==> src/rtl/hcube_path_seq.sv <==
// hcube_path_seq: greedy power-of-two split of a node count into up to 3 hypercube groups, emitted hop by hop
//   clk, rst_n       : clock, synchronous active-low reset
//   start_i, num_i   : request strobe (taken only in IDLE) and node count 0..31
//   busy_o           : high outside IDLE
//   hop_*            : registered hop record (group, dimension, group base, last) with valid/ready handshake
//   grp_cnt_o, err_o : groups used and truncation flag, held from CALC exit until the next accepted start
//   done_o           : one-cycle completion pulse
module hcube_path_seq (
  input  logic       clk,
  input  logic       rst_n,
  input  logic       start_i,
  input  logic [4:0] num_i,
  output logic       busy_o,
  output logic       hop_valid_o,
  input  logic       hop_ready_i,
  output logic [1:0] hop_grp_o,
  output logic [2:0] hop_dim_o,
  output logic [4:0] hop_base_o,
  output logic       hop_last_o,
  output logic [1:0] grp_cnt_o,
  output logic       err_o,
  output logic       done_o
);
  localparam logic [1:0] S_IDLE = 2'd0;
  localparam logic [1:0] S_CALC = 2'd1;
  localparam logic [1:0] S_EMIT = 2'd2;
  localparam logic [1:0] S_DONE = 2'd3;

  logic [1:0]      state_q, state_d;
  logic [4:0]      r_q, r_d;
  logic [2:0][2:0] len_q, len_d;
  logic [2:0][4:0] base_q, base_d;
  logic [1:0]      grp_cnt_q, grp_cnt_d;
  logic            err_q, err_d;
  logic [1:0]      hop_grp_q, hop_grp_d;
  logic [2:0]      hop_dim_q, hop_dim_d;
  logic [4:0]      hop_base_q, hop_base_d;
  logic            hop_last_q, hop_last_d;

  logic [2:0][2:0] c_len;
  logic [2:0][4:0] c_base;
  logic [1:0]      c_cnt;
  logic            c_err;
  logic [4:0]      rem, acc;
  logic [2:0]      k;

  logic [2:0][2:0] use_len;
  logic [5:0]      nx;
  logic            nx_last;

  function automatic logic [2:0] msb(input logic [4:0] v);
    msb = '0;
    for (int i = 0; i < 5; i++)
      if (v[i]) msb = i[2:0];
  endfunction

  // First hop at or after (g0, d0) in emit order: {found, grp, dim}
  function automatic logic [5:0] seek(input logic [1:0] g0, input logic [2:0] d0,
                                      input logic [2:0][2:0] l);
    logic       f;
    logic [1:0] gs;
    logic [2:0] ds;
    f  = 1'b0;
    gs = '0;
    ds = '0;
    for (int g = 0; g < 3; g++) begin
      if (!f && g >= int'(g0)) begin
        ds = (g == int'(g0)) ? d0 : 3'd0;
        if (ds < l[g]) begin
          f  = 1'b1;
          gs = g[1:0];
        end
      end
    end
    return {f, gs, ds};
  endfunction

  function automatic logic later(input logic [1:0] g0, input logic [2:0][2:0] l);
    later = 1'b0;
    for (int g = 0; g < 3; g++)
      if (g > int'(g0) && l[g] != 3'd0) later = 1'b1;
  endfunction

  // Greedy decomposition of the latched count; unused groups keep the running base
  always_comb begin
    rem    = r_q;
    acc    = '0;
    k      = '0;
    c_len  = '0;
    c_base = '0;
    c_cnt  = '0;
    for (int g = 0; g < 3; g++) begin
      k         = msb(rem);
      c_base[g] = acc;
      if (rem != 5'd0) begin
        c_len[g] = k;
        acc      = acc + (5'd1 << k);
        rem      = rem - (5'd1 << k);
        c_cnt    = c_cnt + 2'd1;
      end
    end
    c_err = rem != 5'd0;
  end

  // Next hop: in CALC the first one from fresh lengths, in EMIT the successor of the current hop
  always_comb begin
    use_len = (state_q == S_CALC) ? c_len : len_q;
    nx      = (state_q == S_CALC) ? seek(2'd0, 3'd0, use_len)
                                  : seek(hop_grp_q, hop_dim_q + 3'd1, use_len);
    nx_last = (nx[2:0] + 3'd1 == use_len[nx[4:3]]) && !later(nx[4:3], use_len);
  end

  always_comb begin
    state_d    = state_q;
    r_d        = r_q;
    len_d      = len_q;
    base_d     = base_q;
    grp_cnt_d  = grp_cnt_q;
    err_d      = err_q;
    hop_grp_d  = hop_grp_q;
    hop_dim_d  = hop_dim_q;
    hop_base_d = hop_base_q;
    hop_last_d = hop_last_q;
    case (state_q)
      S_IDLE: begin
        if (start_i) begin
          r_d     = num_i;
          state_d = S_CALC;
        end
      end
      S_CALC: begin
        len_d      = c_len;
        base_d     = c_base;
        grp_cnt_d  = c_cnt;
        err_d      = c_err;
        state_d    = nx[5] ? S_EMIT : S_DONE;
        hop_grp_d  = nx[4:3];
        hop_dim_d  = nx[2:0];
        hop_base_d = c_base[nx[4:3]];
        hop_last_d = nx[5] && nx_last;
      end
      S_EMIT: begin
        if (hop_ready_i) begin
          if (hop_last_q) begin
            state_d    = S_DONE;
            hop_last_d = 1'b0;
          end else begin
            hop_grp_d  = nx[4:3];
            hop_dim_d  = nx[2:0];
            hop_base_d = base_q[nx[4:3]];
            hop_last_d = nx_last;
          end
        end
      end
      default: state_d = S_IDLE;
    endcase
  end

  always_ff @(posedge clk) begin
    if (!rst_n) begin
      state_q    <= S_IDLE;
      r_q        <= '0;
      len_q      <= '0;
      base_q     <= '0;
      grp_cnt_q  <= '0;
      err_q      <= 1'b0;
      hop_grp_q  <= '0;
      hop_dim_q  <= '0;
      hop_base_q <= '0;
      hop_last_q <= 1'b0;
    end else begin
      state_q    <= state_d;
      r_q        <= r_d;
      len_q      <= len_d;
      base_q     <= base_d;
      grp_cnt_q  <= grp_cnt_d;
      err_q      <= err_d;
      hop_grp_q  <= hop_grp_d;
      hop_dim_q  <= hop_dim_d;
      hop_base_q <= hop_base_d;
      hop_last_q <= hop_last_d;
    end
  end

  assign busy_o      = state_q != S_IDLE;
  assign hop_valid_o = state_q == S_EMIT;
  assign done_o      = state_q == S_DONE;
  assign hop_grp_o   = hop_grp_q;
  assign hop_dim_o   = hop_dim_q;
  assign hop_base_o  = hop_base_q;
  assign hop_last_o  = hop_last_q;
  assign grp_cnt_o   = grp_cnt_q;
  assign err_o       = err_q;
endmodule

==> config.mk <==
export PLATFORM = sky130hd
export DESIGN_NAME = hcube_path_seq
export DESIGN_NICKNAME = d
export VERILOG_FILES = /design/src/rtl/hcube_path_seq.sv
export SDC_FILE = /design/constraint.sdc
export NUM_CORES = 1
export LEC_CHECK = 0
export CORE_MARGIN = 2
export CORE_UTILIZATION = 25
export CTS_CLUSTER_SIZE = 28
export DETAILED_ROUTE_END_ITERATION = 16
export PLACE_DENSITY_LB_ADDON = 0.2
export SYNTH_ARGS = -nofsm -noshare
export SYNTH_HDL_FRONTEND = slang
export SYNTH_SLANG_ARGS = --single-unit
==> constraint.sdc <==
create_clock -name clk -period 6.6 [get_ports clk]
set_input_delay 1.32 -clock clk [delete_from_list [all_inputs] [get_ports clk]]
set_output_delay 1.32 -clock clk [all_outputs]
set_load 0.005 [all_outputs]
==> results.toml <==
[sta]
finalCritPeriodShare_pct = 91.0
hold_viol_final = 0
fin_skew_ns = 0.00883
setup_viol = 0
rsz0062_at_grt = "no"
fin_tns_setup_ns = 0
fmax_mhz = 166
max_slew_margin_pct = 28.3
final_max_slew_viol_count = 0
fin_crit_ns = 6.01
timing.final.ws_setup_ns = 0.592
tightestPinTransition_ns = 1.07

[logic_synthesis]
syn_avg_cell_area_um2 = 7.61
yosysTopAreaCellShare_pct = 23.9
yosys-top-cells-area = "dfxtp_1 24%, ha_1 11%, nand2_1 5.6%, nor2_1 5.3%, a21oi_1 4.3%"
synthCells = 440
synth-async-reset-ratio_pct = 0
synthesis.area_mm2 = 0.00335
synth.ff_latch_count = 40
ys_dominant_reg_cell = "dfxtp_1"
yosysWarningCount = 0
ys_seq_area_share_pct = 23.9
synth.distinct_cells = 62
syn_nets = 482
synth_edf_count = 0
yosys.area.top_type = "dfxtp_1"

[floorplan]
rows = 42
dieArea_mm2 = 0.0143
fp.dieW_um = 120
die-height_um = 120
initial_core_util_pct = 25.5
coreArea_mm2 = 0.0131
ios = 26

[critical_path]
worstSetupPathType = "reg2reg"
required_ns = 6.77
crit_fanout = 15
r2r_cells = 23
reg2reg_from = "r_q[3]"
crit_chain = "or2_2 -> or3_1 -> ha_1 -> nor2_1 -> a21oi_2 -> xnor2_1 -> nand2_1 -> o21ai_0 -> ha_1 -> inv_1 -> fa_1 -> and2_1 -> a32oi_1 -> a41o_1 -> inv_1 -> ha_1 -> a41oi_1 -> a21boi_0 -> a221o_1 -> a21o_4 -> a21o_1 -> a221oi_1 -> o31ai_1"
cp.arrival_ns = 6.18
crit_buf_inv = 2
cp_slowest_cell = "fa_1"
worst_setup_path_start_kind = "register"
cp_top_family = "compound AO/OA/AOI/OAI gates"
r2r_setup_slack_ns = 0.59
crit_path_end_kind = "register"
r2r_end = "hop_base_o[2]"
path_common_cell = "ha_1"
max_stage_delay_ns = 0.43

[run_status]
outcome = "complete, no violations"

[cells_and_area]
layout.nets = 500
final_area_mm2 = 0.00395
final_cell_mix = "50 x nand2_1, 47 x nor2_1, 40 x dfxtp_1"
fillers = 1461
drive_above_1_share_pct = 6.54
fin_cells = 635
mostFrequentLayoutCell = "nand2_1"
antenna_cells = 0
syn2layout_area_growth_pct = 17.8

[detailed_routing]
drtIter0Drc = 207
ant_nets = 0
drt_first_pass_iters = 4
routed_wl_um = 9460
wl_per_cell_um = 14.9
vias = 3172
viasPerCell = 5.00
drc = 0

[cts]
clk_pin_slew_ns = 0.07
h-tree-depth = 2
postCtsResizedCells = 0
cts_hold_buf = 0
post-cts-setup-buffers = 0
cts_root_buffer = "clkbuf_16"
cts_tree = "yes"
cts_buffer_depth = 2
clock_latency_ns = 0.29
cts.sinks = 40
cts_buffers = 5

[global_routing]
grt_max_degree = 41
grt_use_total_pct = 13.6
grt_first_pass_wirelength_um = 15600
antenna_found_initial = 0
overflow = 0
grt_pass1_vias = 3038

[worst_hold_path]
hold_depth = 2
hp-class = "reg2reg"
min_from = "hop_base_o[0]"
hold_end = "hop_base_o[0]"

[placement]
hpwlAfterDp_um = 7320
gp_congestion = 0.863
pre_cts_slack_ns = 0.573
port_buffers = 25
post_dp_cell_area_mm2 = 0.00377
placed_cells = 627

[run]
maxCapViolations = 0
## stage by stage
step,hold WS (ns),util (%)
3_5_place_dp,0.467,28.7
6_report,0.473,30.0
2_1_floorplan,0.445,-
5_1_grt,0.493,30.0
3_3_place_gp,0.462,28.7
4_1_cts,0.474,30.0
## metal layers
layer	global-route usage (%)	up-vias	part of all wire [%]
li1	-	1609	-
met1	19.9	1484	50
met2	20.8	73	44
met3	1.95	6	5.0
met4	3.31	0	0.95
met5	0	-	0
## layout make-up
type                       instances  area, um^2  share of cell area [%]
timing repair buffer              32         303                    7.68
multi-input combinational        350        2340                    59.3
inverter                          29         109                    2.76
sequential                        40         801                    20.3
clock inverter                     3        46.3                    1.17
tap                              176         220                    5.58
clock buffer                       5         125                    3.17
## logic make-up (layout without fill, tap and decap cells)
| kind of cell | Yosys count | after routing | share of synthesized area [%] |
|---|---|---|---|
| xor+xnor | 14 | 14 | 3.66 |
| simple gates | 175 | 175 | 24.7 |
| compound gates | 116 | 116 | 24.6 |
| mux | 12 | 12 | 3.70 |
| flops | 40 | 40 | 23.9 |
| fa+ha+maj | 33 | 33 | 13.2 |
| buf+inv | 50 | 69 | 6.17 |
## tightest hold or removal path: cells and delay by family (launching register included)
family | cells | cell delay (ns)
flip-flops | 1 | 0.31
AND/OR/NAND/NOR | 1 | 0.06
AO/OA/AOI/OAI | 1 | 0.06
## synth_stat cells (4+ instances only)
| library cell | count |
|---|---|
| a211o_1 | 5 |
| a211oi_1 | 14 |
| a21o_1 | 7 |
| a21oi_1 | 29 |
| a221oi_1 | 5 |
| and2_1 | 5 |
| and3_1 | 5 |
| clkbuf_1 | 14 |
| dfxtp_1 | 40 |
| fa_1 | 4 |
| ha_1 | 29 |
| inv_1 | 27 |
| mux2i_1 | 9 |
| nand2_1 | 50 |
| nand2b_1 | 9 |
| nand3_1 | 17 |
| nor2_1 | 47 |
| nor2b_1 | 9 |
| nor3_1 | 14 |
| nor4_1 | 4 |
| o211ai_1 | 4 |
| o21ai_0 | 11 |
| o31ai_1 | 8 |
| or3_1 | 4 |
| xnor2_1 | 9 |
| xor2_1 | 5 |
## registers in the layout (all words and copies together) (netlist names), 2 cells and up
| register | cells |
|---|---|
| len_q | 9 |
| grp_cnt_o | 2 |
| base_q | 10 |
| hop_grp_o | 2 |
| state_q | 2 |
| hop_base_o | 5 |
| hop_dim_o | 3 |
| r_q | 5 |
## how the worst max path moves through the flow
| stage | start | to | slack [ns] | cells past startpoint |
|---|---|---|---|---|
| after floorplan | r_q[4] | hop_base_o[3] | 1.29 | 24 |
| after detailed placement | r_q[3] | hop_base_o[2] | 0.57 | 23 |
| after global placement | r_q[3] | hop_base_o[2] | 0.65 | 23 |
| final | r_q[3] | hop_base_o[2] | 0.59 | 23 |
| after CTS | r_q[3] | hop_base_o[2] | 0.56 | 23 |
| after global routing | r_q[3] | hop_base_o[2] | 0.04 | 23 |
Power is not shown: default switching activity piles up to over one toggle a cycle in this logic, so the estimate is an artifact.
